$ cat src/rtl/pc_sequencer_if.sv
// Sequencer-side bus: fetch handshake, decoder inputs and PC/regfile controls.
// master = pc_sequencer, slave = surrounding datapath / memory model.
interface pc_sequencer_if #(
    parameter int ADDR_W = 8
);
    logic              run;
    logic              stall;
    logic [ADDR_W-1:0] pc;
    logic              imem_req;
    logic              imem_ack;
    logic              ir_load;
    logic [2:0]        op_kind;
    logic              zero_flag;
    logic [ADDR_W-1:0] target;
    logic              exec_done;
    logic              pc_enable;
    logic              pc_load;
    logic [ADDR_W-1:0] pc_load_addr;
    logic              reg_we;
    logic              halted;
    logic              fault;
    logic [2:0]        state;

    modport master (
        input  run, stall, pc, imem_ack, op_kind, zero_flag, target, exec_done,
        output imem_req, ir_load, pc_enable, pc_load, pc_load_addr, reg_we,
               halted, fault, state
    );

    modport slave (
        output run, stall, pc, imem_ack, op_kind, zero_flag, target, exec_done,
        input  imem_req, ir_load, pc_enable, pc_load, pc_load_addr, reg_we,
               halted, fault, state
    );
endinterface

$ cat src/rtl/pc_sequencer.sv
// Fetch/decode/execute control FSM with hardware return-address stack.
// Define PC_SEQ_FETCH_TIMEOUT_EN to fault after FETCH_TIMEOUT unacknowledged fetch cycles.
module pc_sequencer #(
    parameter int ADDR_W        = 8,
    parameter int STACK_DEPTH   = 4,
    parameter int FETCH_TIMEOUT = 15
) (
    input  logic           clk,
    input  logic           rst,
    pc_sequencer_if.master bus
);
    typedef enum logic [2:0] {
        S_IDLE    = 3'd0,
        S_FETCH   = 3'd1,
        S_DECODE  = 3'd2,
        S_EXECUTE = 3'd3,
        S_WB      = 3'd4,
        S_HALT    = 3'd5,
        S_FAULT   = 3'd6
    } state_t;

    typedef enum logic [2:0] {
        OP_ALU  = 3'd0,
        OP_JMP  = 3'd1,
        OP_JZ   = 3'd2,
        OP_CALL = 3'd3,
        OP_RET  = 3'd4,
        OP_HALT = 3'd5,
        OP_RSV6 = 3'd6,
        OP_RSV7 = 3'd7
    } op_t;

    localparam int SP_W  = $clog2(STACK_DEPTH + 1);
    localparam int IDX_W = (STACK_DEPTH > 1) ? $clog2(STACK_DEPTH) : 1;
    localparam logic [SP_W-1:0] SP_FULL = SP_W'(STACK_DEPTH);

    state_t            state_q;
    op_t               op_q;
    logic              zero_q;
    logic [ADDR_W-1:0] target_q;
    logic [SP_W-1:0]   sp_q;
    logic [SP_W-1:0]   sp_dec;
    logic [ADDR_W-1:0] stack_q [0:(1 << IDX_W)-1];
    logic              active;
    logic              push_ok;
    logic              pop_ok;
    logic              timeout;

    assign active  = !bus.stall;
    assign push_ok = (sp_q != SP_FULL);
    assign pop_ok  = (sp_q != '0);
    assign sp_dec  = sp_q - SP_W'(1);

`ifdef PC_SEQ_FETCH_TIMEOUT_EN
    localparam int TO_W = (FETCH_TIMEOUT > 1) ? $clog2(FETCH_TIMEOUT) : 1;
    localparam logic [TO_W-1:0] TO_LAST = TO_W'(FETCH_TIMEOUT - 1);
    logic [TO_W-1:0] to_cnt_q;
    assign timeout = (to_cnt_q == TO_LAST);
`else
    logic unused_fetch_timeout;
    assign timeout              = 1'b0;
    assign unused_fetch_timeout = (FETCH_TIMEOUT > 0);
`endif

    // NOTE: sequential state uses non-blocking assignments only, so every
    // register samples pre-edge values regardless of statement order.
    always_ff @(posedge clk or posedge rst) begin
        if (rst) begin
            state_q  <= S_IDLE;
            op_q     <= OP_ALU;
            zero_q   <= 1'b0;
            target_q <= '0;
            sp_q     <= '0;
            // NOTE: the stack is small and must read as cleared after reset,
            // so it lives in flops with reset rather than in a RAM macro.
            for (int i = 0; i < (1 << IDX_W); i++) stack_q[i] <= '0;
`ifdef PC_SEQ_FETCH_TIMEOUT_EN
            to_cnt_q <= '0;
`endif
        end else if (active) begin
`ifdef PC_SEQ_FETCH_TIMEOUT_EN
            to_cnt_q <= '0;
`endif
            case (state_q)
                S_IDLE: if (bus.run) state_q <= S_FETCH;
                S_FETCH: begin
                    if (bus.imem_ack) state_q <= S_DECODE;
                    else if (timeout) state_q <= S_FAULT;
`ifdef PC_SEQ_FETCH_TIMEOUT_EN
                    else to_cnt_q <= to_cnt_q + TO_W'(1);
`endif
                end
                S_DECODE: begin
                    op_q     <= op_t'(bus.op_kind);
                    zero_q   <= bus.zero_flag;
                    target_q <= bus.target;
                    state_q  <= S_EXECUTE;
                end
                S_EXECUTE: begin
                    case (op_q)
                        OP_ALU:        if (bus.exec_done) state_q <= S_WB;
                        OP_JMP, OP_JZ: state_q <= S_FETCH;
                        OP_CALL: begin
                            // pc was already incremented in FETCH: it is the return address
                            if (push_ok) begin
                                stack_q[sp_q[IDX_W-1:0]] <= bus.pc;
                                sp_q    <= sp_q + SP_W'(1);
                                state_q <= S_FETCH;
                            end else begin
                                state_q <= S_FAULT;
                            end
                        end
                        OP_RET: begin
                            if (pop_ok) begin
                                sp_q    <= sp_dec;
                                state_q <= S_FETCH;
                            end else begin
                                state_q <= S_FAULT;
                            end
                        end
                        OP_HALT: state_q <= S_HALT;
                        default: state_q <= S_FAULT;
                    endcase
                end
                S_WB:    state_q <= S_FETCH;
                S_HALT:  if (bus.run) state_q <= S_FETCH;
                default: state_q <= S_FAULT;
            endcase
        end
    end

    // Pulses answer same-cycle ack/exec/stall, so they decode the state register
    // combinationally; async reset to IDLE clears them immediately.
    always_comb begin
        // NOTE: every output gets a default first so no path infers a latch.
        bus.imem_req     = 1'b0;
        bus.ir_load      = 1'b0;
        bus.pc_enable    = 1'b0;
        bus.pc_load      = 1'b0;
        bus.pc_load_addr = '0;
        bus.reg_we       = 1'b0;
        case (state_q)
            S_FETCH: begin
                bus.imem_req = active;
                if (active && bus.imem_ack) begin
                    bus.ir_load   = 1'b1;
                    bus.pc_enable = 1'b1;
                end
            end
            S_EXECUTE: begin
                if (active) begin
                    case (op_q)
                        OP_JMP: begin
                            bus.pc_load      = 1'b1;
                            bus.pc_load_addr = target_q;
                        end
                        OP_JZ: begin
                            if (zero_q) begin
                                bus.pc_load      = 1'b1;
                                bus.pc_load_addr = target_q;
                            end
                        end
                        OP_CALL: begin
                            if (push_ok) begin
                                bus.pc_load      = 1'b1;
                                bus.pc_load_addr = target_q;
                            end
                        end
                        OP_RET: begin
                            if (pop_ok) begin
                                bus.pc_load      = 1'b1;
                                bus.pc_load_addr = stack_q[sp_dec[IDX_W-1:0]];
                            end
                        end
                        default: ;
                    endcase
                end
            end
            S_WB:    bus.reg_we = active;
            default: ;
        endcase
    end

    assign bus.halted = (state_q == S_HALT);
    assign bus.fault  = (state_q == S_FAULT);
    assign bus.state  = state_q;
endmodule
$ cat src/flat_wrapper.sv
// flat-port wrapper written by rule: the top's interface ports become plain ports
module pc_sequencer_flat 
#(
    parameter int ADDR_W        = 8,
    parameter int STACK_DEPTH   = 4,
    parameter int FETCH_TIMEOUT = 15
)
  (clk, rst, bus_run, bus_stall, bus_pc, bus_imem_ack, bus_op_kind, bus_zero_flag, bus_target, bus_exec_done, bus_imem_req, bus_ir_load, bus_pc_enable, bus_pc_load, bus_pc_load_addr, bus_reg_we, bus_halted, bus_fault, bus_state);
  pc_sequencer_if #(.ADDR_W(ADDR_W)) bus_i ();
  input  logic clk;
  input  logic rst;
  input wire logic [$bits(bus_i.run)-1:0] bus_run;
  input wire logic [$bits(bus_i.stall)-1:0] bus_stall;
  input wire logic [$bits(bus_i.pc)-1:0] bus_pc;
  input wire logic [$bits(bus_i.imem_ack)-1:0] bus_imem_ack;
  input wire logic [$bits(bus_i.op_kind)-1:0] bus_op_kind;
  input wire logic [$bits(bus_i.zero_flag)-1:0] bus_zero_flag;
  input wire logic [$bits(bus_i.target)-1:0] bus_target;
  input wire logic [$bits(bus_i.exec_done)-1:0] bus_exec_done;
  output wire logic [$bits(bus_i.imem_req)-1:0] bus_imem_req;
  output wire logic [$bits(bus_i.ir_load)-1:0] bus_ir_load;
  output wire logic [$bits(bus_i.pc_enable)-1:0] bus_pc_enable;
  output wire logic [$bits(bus_i.pc_load)-1:0] bus_pc_load;
  output wire logic [$bits(bus_i.pc_load_addr)-1:0] bus_pc_load_addr;
  output wire logic [$bits(bus_i.reg_we)-1:0] bus_reg_we;
  output wire logic [$bits(bus_i.halted)-1:0] bus_halted;
  output wire logic [$bits(bus_i.fault)-1:0] bus_fault;
  output wire logic [$bits(bus_i.state)-1:0] bus_state;
  assign bus_i.run = bus_run;
  assign bus_i.stall = bus_stall;
  assign bus_i.pc = bus_pc;
  assign bus_i.imem_ack = bus_imem_ack;
  assign bus_i.op_kind = bus_op_kind;
  assign bus_i.zero_flag = bus_zero_flag;
  assign bus_i.target = bus_target;
  assign bus_i.exec_done = bus_exec_done;
  assign bus_imem_req = bus_i.imem_req;
  assign bus_ir_load = bus_i.ir_load;
  assign bus_pc_enable = bus_i.pc_enable;
  assign bus_pc_load = bus_i.pc_load;
  assign bus_pc_load_addr = bus_i.pc_load_addr;
  assign bus_reg_we = bus_i.reg_we;
  assign bus_halted = bus_i.halted;
  assign bus_fault = bus_i.fault;
  assign bus_state = bus_i.state;
  pc_sequencer #(.ADDR_W(ADDR_W), .STACK_DEPTH(STACK_DEPTH), .FETCH_TIMEOUT(FETCH_TIMEOUT)) u_core (.clk(clk), .rst(rst), .bus(bus_i));
endmodule
$ cat config.mk
export PLATFORM = sky130hd
export DESIGN_NAME = pc_sequencer_flat
export DESIGN_NICKNAME = d
export VERILOG_FILES = /design/src/rtl/pc_sequencer_if.sv /design/src/rtl/pc_sequencer.sv /design/src/flat_wrapper.sv
export SDC_FILE = /design/constraint.sdc
export NUM_CORES = 1
export LEC_CHECK = 0
export BUFFER_PORTS_ARGS = -buffer_cell sky130_fd_sc_hd__buf_2
export CAP_MARGIN = 20
export CORE_UTILIZATION = 60
export CTS_CLUSTER_SIZE = 10
export DETAILED_ROUTE_END_ITERATION = 8
export PLACE_DENSITY = 0.88
export SKIP_CTS_REPAIR_TIMING = 1
export SLEW_MARGIN = 25
export SYNTH_ARGS = -nofsm -noshare
export SYNTH_HDL_FRONTEND = slang
export SYNTH_SLANG_ARGS = --single-unit
$ cat constraint.sdc
create_clock -name clk -period 5.4 [get_ports clk]
set_input_delay 1.08 -clock clk [delete_from_list [all_inputs] [get_ports clk]]
set_output_delay 1.08 -clock clk [all_outputs]
set_load 0.1 [all_outputs]
==> run summary <==
====================================================================================================
Status ................................................................................ complete, no violations
First-pass GRT wire length ............................................................      8080 um
Clock buffers created by TritonCTS ....................................................            5
Maximum number of pins on one net before global-route repair ..........................           51
Die outline height ....................................................................      67.4 um
Vias in the first global route ........................................................         1661
Layout fillers ........................................................................          290
Arrival @ worst endpoint ..............................................................      3.03 ns
Crit path required time ...............................................................      4.32 ns
Share of synthesized registers carrying an async set or reset .........................         100%
Bufs on Longest Clock Path ............................................................            2
Power density relative to cell area ...................................................  537 mW/mm^2
Setup total negative slack ............................................................         0 ns
Cell leakage power ....................................................................      1.38 nW
Area used by multi-input combinational logic .......................................... 0.00126 mm^2
Kind of end point of the critical path ................................................ primary output
GRT Overall Usage .....................................................................        25.3%
Warnings, synthesis ...................................................................            0
Cell type with the largest total area after synthesis .................................      dfrtp_1
Instance count along the most critical hold path ......................................            1
Share of the cycle needed by the critical path after routing ..........................        76.1%
CP max stage delay ....................................................................      0.69 ns
Clock-pin slew reported for the worst setup and hold paths after clock tree synthesis .      0.09 ns
NumNets Final .........................................................................          265
Maximum vdd drop ......................................................................     0.286 mV
Remaining Overflow, GRT ...............................................................            0
Slowest-stage cell, CP ................................................................      dfrtp_1
Total DRC errors in the routed layout .................................................            0
Average detailed-routed wire length per instance ......................................      17.9 um
EDFF count, synth .....................................................................            0
FF+latch count, synth .................................................................           50
Critical register-to-register path endpoint ........................................... u_core.stack_q[31]
Number of max-capacitance violations reported .........................................            0
Reg-to-reg setup timing slack .........................................................      2.64 ns
Clk sinks .............................................................................           50
Worst-path cell chain ................................................................. inv_1 -> ha_1 -> and3_1 -> o21ai_1 -> a22oi_1 -> nor2_1 -> buf_2
Start of the worst register-to-register path .......................................... u_core.sp_q[0]
Register area share after synthesis ...................................................        48.7%
Die W .................................................................................      67.4 um
Initial core utilization ..............................................................        63.3%
Post-synthesis cell count .............................................................          196
Number of core rows ...................................................................           23
Max transition margin .................................................................        43.8%
Setup-failing EPs final ...............................................................            0
Worst min-delay path endpoint ......................................................... u_core.stack_q[13]
Cell types occupying the most area after synthesis .................................... dfrtp_1, mux2_2, mux4_2, a22oi_1, ha_1
Number of unique standard cell types used by synthesis ................................           43
Number of vias per cell after detailed routing ........................................         6.02
Violation count after the first detailed-routing iteration ............................          135
Synth Flop Type .......................................................................      dfrtp_1
Insertion delay to the later sink of the worst-skew pair ..............................      0.31 ns
Port Buf Inserts ......................................................................           43
Largest clock skew in the final design ................................................    0.0152 ns
Gp weighted congestion ................................................................        0.817
Total via count after detailed routing ................................................         1710
Number of nets still failing antenna checks after routing .............................            0
Maximum frequency from static timing analysis .........................................    0.243 GHz
Area occupied by registers ............................................................ 0.00125 mm^2
Initial antenna violation count .......................................................            0
Number of H-tree levels ...............................................................            2
Share of Yosys cell area claimed by the top area cell type ............................        48.7%
Min-Delay Startpoint .................................................................. u_core.stack_q[13]
Initial DRT Pass Iterations ...........................................................            4
Average cell area after synthesis .....................................................    13.1 um^2
Signed area change from the synthesized netlist to the final layout ...................        12.6%
Share of final-layout standard cells stronger than drive strength 1 ...................        48.7%
Slack of the critical path ............................................................      1.29 ns
Hold crit path type ................................................................... flip-flop to flip-flop
DIE AREA .............................................................................. 0.00455 mm^2
Routed wire length ....................................................................      5080 um
Most repeated cell in the gate-level netlist after synthesis ..........................      dfrtp_1
Number of endpoints with negative hold slack in the final report ......................            0
Cell at the root of the clock tree ....................................................     clkbuf_8
TritonCTS clock tree ..................................................................          yes
Total standard cell area after synthesis .............................................. 0.00257 mm^2
DP Worst Slack ........................................................................      1.69 ns
Syn Nets ..............................................................................          227
Setup repair after global routing missed its margin ...................................        false
Crit-path max FO ......................................................................           12
Period minus WS final .................................................................      4.11 ns
Synth top cells by count .............................................................. dfrtp_1, mux2_2, nor2_1
Critical path startpoint category .....................................................    flip-flop
Number of inserted diodes .............................................................            0
WS Path Type .......................................................................... flip-flop to primary output
Estimated wirelength of the detail-placed design ......................................      3630 um
Max-slew violation total from the final report ........................................            0
Number of cells on the worst reg-to-reg path ..........................................            6
Slew at the pin closest to its max-slew limit .........................................     0.842 ns
I/O pin count .........................................................................           44
Std-Cell Core Area .................................................................... 0.00406 mm^2
====================================================================================================
per-stage QoR:
stage | cells | hold WS [ns] | utilization (%) | power [mW] | instance area [um^2]
3_3_place_gp | 277 | 0.487 | 69.2 | 1.32 | 2810
5_1_grt | 284 | 0.526 | 71.3 | 1.65 | 2890
4_1_cts | 284 | 0.509 | 71.3 | 1.56 | 2890
6_report | 284 | 0.510 | 71.3 | 1.55 | 2890
3_5_place_dp | 277 | 0.489 | 69.2 | 1.35 | 2810
2_1_floorplan | 196 | 0.474 | - | 1.22 | 2580
cell type report:
| cell class | instances | area share [%] |
|---|---|---|
| clock buffers | 5 | 2.38 |
| well taps | 50 | 2.16 |
| flip-flops and latches | 50 | 43.2 |
| clock inverters | 2 | 0.519 |
| repair buffers | 44 | 7.70 |
| multi-input cells | 130 | 43.6 |
| inverters | 3 | 0.432 |
worst max-delay path: cells and delay by family, from the launching register on:
kind,cells,cell delay [ns]
fa+ha+maj,1,0.27
simple gates,2,0.37
compound gates,2,0.75
buf+inv,2,0.62
flops,1,0.69
flip-flops by register name, indices dropped and copies added (netlist names):
| register | flops |
|---|---|
| u_core.zero_q | 1 |
| u_core.stack_q | 32 |
| u_core.target_q | 8 |
| u_core.bus.state | 3 |
| u_core.op_q | 3 |
| u_core.sp_q | 3 |
cells in the final DEF (no fill, tap or decap), types with 2 or more instances in the layout:
| cell | instances |
|---|---|
| nand2_2 | 3 |
| buf_2 | 43 |
| nor3_1 | 3 |
| and3_1 | 2 |
| mux2_2 | 45 |
| nand2_1 | 2 |
| ha_1 | 5 |
| nor2b_1 | 3 |
| clkinvlp_4 | 2 |
| nor2_1 | 14 |
| nor4b_2 | 3 |
| dfrtp_1 | 50 |
| a22oi_1 | 9 |
| inv_1 | 2 |
| and3b_1 | 2 |
| mux4_2 | 8 |
| and2_1 | 2 |
| clkbuf_8 | 5 |
| xnor2_1 | 3 |
| o21ai_0 | 5 |
worst max-delay path by stage:
stage,slack (ns),start,to
4_1_cts,1.31,u_core.sp_q[0],bus_pc_load_addr[6]
3_3_place_gp,1.76,bus_stall,bus_pc_load_addr[5]
5_1_grt,1.13,u_core.sp_q[0],bus_pc_load_addr[6]
6_report,1.29,u_core.sp_q[0],bus_pc_load_addr[3]
3_5_place_dp,1.69,u_core.sp_q[0],bus_pc_load_addr[3]
2_1_floorplan,0.30,u_core.bus.state[0],bus_pc_enable
report_power, final:
part / switching [mW] / leakage, nW / internal [mW]
Clock: 0.125 / 0.0362 / 0.0886
Sequential: 0.150 / 0.656 / 0.501
Combinational: 0.393 / 0.687 / 0.296
per-layer routing:
layer  part of all wire, %  GRT usage [%]  wire [um]  vias up
met2                    49           40.1       2490       45
met3                   4.3           6.42        218        6
met1                    45           32.9       2310      863
li1                      -              -          -      796
met5                     0              0          0        -
met4                   1.3           10.9         65        0
cell families (layout without fill, tap and decap cells):
kind of cell	after synthesis	count (layout)	synth area share [%]
compound gates	23	23	6.43
simple gates	45	45	11.3
flops	50	50	48.7
buf+inv	16	54	2.97
mux	54	54	27.1
xor+xnor	3	3	1.02
fa+ha+maj	5	5	2.43
(Power assumes the default switching activity.)
